==> config.mk <==
export PLATFORM = sky130hd
export DESIGN_NAME = dot_map
export DESIGN_NICKNAME = d
export VERILOG_FILES = /design/src/rtl/dot_map.sv
export SDC_FILE = /design/constraint.sdc
export NUM_CORES = 2
export LEC_CHECK = 0
export CAP_MARGIN = 20
export CORE_ASPECT_RATIO = 1.2
export CORE_UTILIZATION = 35
export CTS_BUF_LIST = sky130_fd_sc_hd__clkbuf_16
export CTS_CLUSTER_DIAMETER = 150
export CTS_CLUSTER_SIZE = 20
export DETAILED_ROUTE_END_ITERATION = 10
export PLACE_DENSITY = 0.5
export SKIP_CTS_REPAIR_TIMING = 1
export SYNTH_ARGS = -nofsm -noshare
export SYNTH_HDL_FRONTEND = slang
export SYNTH_SLANG_ARGS = --single-unit
==> constraint.sdc <==
create_clock -name clk -period 17.3 [get_ports clk]
set_input_delay 1.73 -clock clk [delete_from_list [all_inputs] [get_ports clk]]
set_output_delay 1.73 -clock clk [all_outputs]
set_load 0.02 [all_outputs]
==> src/rtl/dot_map.sv <==
// Pac-man maze map, dot bookkeeping and score counter.
// Ports: clk, reset (sync, active-high); query_x/y -> pixel, pixel_R/D/RD, dot;
//        set_x/y (pacman), m_x/y_1..3 (monsters) -> col, gameover, score.
module dot_map #(
    parameter int TILE     = 12,
    parameter int COLS     = 29,
    parameter int ROWS     = 34,
    parameter int COL_DIST = 12
) (
    input  logic        clk,
    input  logic        reset,
    input  logic [10:0] query_x,
    input  logic [10:0] query_y,
    output logic [1:0]  pixel,
    output logic [1:0]  pixel_R,
    output logic [1:0]  pixel_D,
    output logic [1:0]  pixel_RD,
    output logic        dot,
    input  logic [8:0]  set_x,
    input  logic [8:0]  set_y,
    input  logic [8:0]  m_x_1,
    input  logic [8:0]  m_y_1,
    input  logic [8:0]  m_x_2,
    input  logic [8:0]  m_y_2,
    input  logic [8:0]  m_x_3,
    input  logic [8:0]  m_y_3,
    output logic [2:0]  col,
    output logic        gameover,
    output logic [15:0] score
);

    localparam int NT = COLS * ROWS;
    localparam logic [11:0] MAP_W = 12'(TILE * COLS);
    localparam logic [11:0] MAP_H = 12'(TILE * ROWS);

    logic [NT-1:0] eaten_q, eaten_d;
    logic [15:0]   score_q, score_d;
    logic [2:0]    col_q, col_d;

    function automatic logic tile_wall(input logic [5:0] c,
                                       input logic [5:0] r);
        logic [2:0] cm;
        logic [2:0] rm;
        logic       border;
        logic       block;
        cm = 3'(c % 6'd6);
        rm = 3'(r % 6'd6);
        border = (c == 6'd0) || (c == 6'(COLS - 1)) ||
                 (r == 6'd0) || (r == 6'(ROWS - 1));
        block = ((cm == 3'd3) || (cm == 3'd4)) &&
                ((rm == 3'd3) || (rm == 3'd4));
        return border || block;
    endfunction

    function automatic logic tile_path(input logic [5:0] c,
                                       input logic [5:0] r);
        return (c < 6'(COLS)) && (r < 6'(ROWS)) && !tile_wall(c, r);
    endfunction

    // A dot sits where the 2x2 tile block anchored at (c,r) is all path.
    function automatic logic dot_site(input logic [5:0] c,
                                      input logic [5:0] r);
        return tile_path(c, r) && tile_path(c + 6'd1, r) &&
               tile_path(c, r + 6'd1) && tile_path(c + 6'd1, r + 6'd1);
    endfunction

    function automatic logic [1:0] pix_class(input logic [11:0] x,
                                             input logic [11:0] y);
        logic [5:0] c;
        logic [5:0] r;
        logic [1:0] cls;
        c = 6'(x / 12'(TILE));
        r = 6'(y / 12'(TILE));
        if (x >= MAP_W || y >= MAP_H) begin
            cls = 2'b10;
        end else if (tile_wall(c, r)) begin
            cls = 2'b00;
        end else begin
            cls = 2'b01;
        end
        return cls;
    endfunction

    function automatic logic [9:0] tile_idx(input logic [5:0] c,
                                            input logic [5:0] r);
        return 10'(10'(r) * 10'(COLS) + 10'(c));
    endfunction

    function automatic logic near(input logic [8:0] a,
                                  input logic [8:0] b);
        logic signed [9:0] d;
        logic [9:0]        ad;
        d  = $signed({1'b0, a}) - $signed({1'b0, b});
        ad = d[9] ? 10'(-d) : 10'(d);
        return ad < 10'(COL_DIST);
    endfunction

    // Map queries; offsets are taken at 12 bits so they never wrap.
    logic [11:0] qx, qy, qxr, qyd;
    logic [5:0]  qc, qr;
    logic        q_in;

    always_comb begin
        qx       = {1'b0, query_x};
        qy       = {1'b0, query_y};
        qxr      = qx + 12'(TILE);
        qyd      = qy + 12'(TILE);
        pixel    = pix_class(qx, qy);
        pixel_R  = pix_class(qxr, qy);
        pixel_D  = pix_class(qx, qyd);
        pixel_RD = pix_class(qxr, qyd);
        qc       = 6'(qx / 12'(TILE));
        qr       = 6'(qy / 12'(TILE));
        q_in     = (qx < MAP_W) && (qy < MAP_H);
        dot      = q_in && dot_site(qc, qr) &&
                   !eaten_q[tile_idx(qc, qr)];
    end

    // Eating and collision next-state.
    logic [11:0] sx, sy;
    logic [5:0]  sc, sr;
    logic        s_in, eat;

    always_comb begin
        sx      = {3'b000, set_x};
        sy      = {3'b000, set_y};
        sc      = 6'(sx / 12'(TILE));
        sr      = 6'(sy / 12'(TILE));
        s_in    = (sx < MAP_W) && (sy < MAP_H);
        eat     = !gameover && s_in && dot_site(sc, sr) &&
                  !eaten_q[tile_idx(sc, sr)];
        eaten_d = eaten_q;
        score_d = score_q;
        if (eat) begin
            eaten_d[tile_idx(sc, sr)] = 1'b1;
            score_d = score_q + 16'd1;
        end
        col_d[0] = near(set_x, m_x_1) && near(set_y, m_y_1);
        col_d[1] = near(set_x, m_x_2) && near(set_y, m_y_2);
        col_d[2] = near(set_x, m_x_3) && near(set_y, m_y_3);
    end

    always_ff @(posedge clk) begin
        if (reset) begin
            eaten_q <= '0;
            score_q <= 16'd0;
            col_q   <= 3'b000;
        end else begin
            eaten_q <= eaten_d;
            score_q <= score_d;
            col_q   <= col_d;
        end
    end

    assign col      = col_q;
    assign gameover = |col_q;
    assign score    = score_q;

endmodule

==> impl_metrics.csv <==
group,metric,value,unit
yosys,synth_top_area_cell,"dfxtp_1",
yosys,syn_avg_cell_area,9.58,sq um
critical_path,path_buf_inv,5,
routing,drt_iter0_markers,4168,
yosys,async_reset_ff_share,0,%
timing,finalSetupViolCount,0,
cts,ctsLongestPathBuffers,3,
routing,wl_per_cell,24.9,um
floorplan,die_x,382,um
cts,cts_root_buffer,"clkbuf_16",
yosys,mappedNetlistArea,60700,sq um
yosys,synth-seq-cells,1005,
floorplan,die_y,458,um
run,max_cap_violations,0,
cts,h-tree-depth,2,
final_layout,design_area,65300,sq um
timing,fin_skew,0.0541,ns
grt,overflow,0,
timing,period_needed,14.74,ns
critical_path,crit_slowest_cell,"fa_4",
critical_path,critical_path_peak_fanout,30,
critical_path,max_stage_delay,1.34,ns
yosys,syn_inst,6334,
place,gp_congestion,0.890,
yosys,synthSimpleGateAreaFrac,7.80,%
pwr,vdd_ir_drop_max,0.000154,V
pwr,p_int,4.35,mW
cts,clkSlewWorstSetupHoldPaths,0.08,ns
place,place_area,63800,sq um
timing,slew_headroom,18.8,%
floorplan,num_rows,167,
routing,dr.pass1.iters,5,
routing,ant_nets,0,
cts,cts_tree,"yes",
grt,antenna_found_initial,3,
routing,drt_wl_total,209,mm
yosys,synthTopCellsByArea,"dfxtp_1 33%, mux4_2 21%, o22ai_1 10%",
floorplan,dieArea,175000,sq um
yosys,synth_common_cells,"1163 x inv_1, 1005 x dfxtp_1, 999 x o22ai_1, 570 x mux4_2, 269 x clkbuf_1",
critical_path,endpoint_kind,"output pin",
floorplan,io_pins,125,
critical_path,cp.arrival,13.01,ns
routing,wl_met2,99.9,mm
pwr,seqPwrFrac,28.3,%
pwr,leakage,21.3,nW
routing,vias_per_cell,5.87,
place,dp.cells,8347,
pwr,clockPowerShare,17.5,%
place,hpwl,140,mm
timing,worst_pin_slew,1.21,ns
yosys,seq_area_frac_synth,33.2,%
critical_path,critPathTopFamily,"adder cells",
place,port_buffers,124,
floorplan,start_util,35.2,%
yosys,synthMostInstantiatedCell,"inv_1",
final_layout,layout.nets,6445,
critical_path,cpMostUsedCell,"mux2i_1",
routing,met3WireLength,11.3,mm
yosys,yosysUniqueCellTypes,102,
timing,grt_setup_unrepaired,"no",
floorplan,coreArea,172000,sq um
critical_path,crit_type,"input port to output pin",
yosys,synthXorXnorAreaFrac,1.93,%
routing,vias,49400,
routing,dr.max_layer_used,"met5",
cts,insertion_delay,0.76,ns
outcome,status,"finished clean",
yosys,synth-compound-area-share,19.0,%
yosys,mappedNetlistNets,6652,
grt,grt_pass1_vias,47800,
grt,grt_pass1_wl,315,mm
routing,met1_length,88.2,mm
timing,max_freq,0.0678,GHz
cts,clock_sinks,1005,
yosys,yosys_warnings,0,
pwr,swShare,47.1,%
grt,grtUsageTotal,23.4,%
final_layout,layout-drive-gt1-share,13.6,%
yosys,synthMuxAreaShare,22.5,%
cts,cts_buffers,56,
yosys,yosys.area_share.adder,5.00,%
min_path,hp-class,"flip-flop to flip-flop",
timing,fin_crit_sh,85.2,%
pwr,p_sw,3.87,mW
final_layout,fin_cells,8412,
timing,fin_setup_tns,0,ns
grt,grt_max_degree,227,
timing,holdWs,0.483,ns
pwr,pwr-share-comb,54.2,%
yosys,synth_edf_count,0,
final_layout,syn2layout_area_growth,7.67,%
pwr,powerDensity,126,nW/um^2
timing,slew_viol_final,0,
yosys,synth_top_family_by_area,"multiplexers",
yosys,synth_top_area_share,33.2,%
yosys,synth_top_flop_cell,"dfxtp_1",
critical_path,worstPathRequired,15.57,ns
timing,hold_violations,0,
critical_path,cp-start-kind,"input port",
routing,route.detailed.drc,0,
[state kept, by name (all words and copies together) (netlist names)]
name,flops
eaten_q,986
score,16
col,3
[cell type report]
| class | instances | area (sq um) |
|---|---|---|
| sequential | 1005 | 20100 |
| fill | 17300 | 107000 |
| clock inverter | 5 | 116 |
| tap | 2281 | 2850 |
| inverter | 1172 | 4400 |
| clock buffer | 56 | 1400 |
| timing repair buffer | 214 | 2060 |
| multi-input combinational | 3678 | 34400 |
| antenna | 1 | 2.50 |
[placed cells by master (no fill, tap or decap), types with 21 or more instances in the layout]
cell             instances
a211oi_1                22
a21o_1                  42
a21oi_1                126
a221oi_1                21
a22oi_1                 93
a31oi_1                 32
and2_1                  21
and3_1                  24
buf_4                   78
clkbuf_16               56
clkdlybuf4s50_1        123
dfxtp_1               1005
fa_1                    29
ha_1                   186
inv_1                 1163
mux2_2                  23
mux2i_1                 57
mux4_2                 570
nand2_1                240
nand2b_1                48
nand3_1                105
nand4_1                 40
nor2_1                 184
nor2b_1                 41
nor3_1                  64
o211ai_1                34
o21ai_0                127
o22ai_1                999
or2_2                   22
xnor2_1                 80
xor2_1                  41
[path summary, 6_finish.rpt]
path           startpoint      endpoint  slack (ns)  depth (start not counted)
max reg2reg   eaten_q[99]   eaten_q[61]       11.23                         13
min          eaten_q[494]  eaten_q[494]        0.48                          2
max            query_y[3]           dot        2.56                         29
min reg2reg  eaten_q[494]  eaten_q[494]        0.48                          2
[power groups by stage]
stage               clock (mW)  sequential (mW)  combinational, mW
finish                    1.44             2.33               4.45
detailed placement           0             2.38               4.36
global placement             0             2.38               4.35
floorplan                    0             2.38               2.77
CTS                       1.48             2.33               4.38
global route              1.55             2.33               4.65
[tightest hold or removal path, delay by kind of cell (launching register included)]
kind,cells,cell delay [ns]
DFF,1,0.32
buffers and inverters,1,0.05
AOI/OAI and AO/OA,1,0.07
[through the flow]
stage	power, mW	util [%]	setup slack (ns)
4_1_cts	8.18	37.9	2.58
5_1_grt	8.54	37.9	1.81
3_5_place_dp	6.74	37.0	2.61
3_3_place_gp	6.73	37.0	2.59
2_1_floorplan	5.15	-	5.44
6_report	8.22	37.9	2.56
[routing by layer]
metal / global-route usage (%) / up-vias
met2: 39.2 / 1467
met5: 0 / -
met4: 9.73 / 6
met3: 2.86 / 326
li1: - / 22900
met1: 30.5 / 24700
[kinds of logic after synthesis]
kind of cell	Yosys count
AND/OR/NAND/NOR	932
flip-flops	1005
multiplexers	651
buffers and inverters	1651
adder cells (fa/ha/maj)	225
AO/OA/AOI/OAI	1741
XOR/XNOR	129
Note: power is estimated with default switching activity, not from simulation.
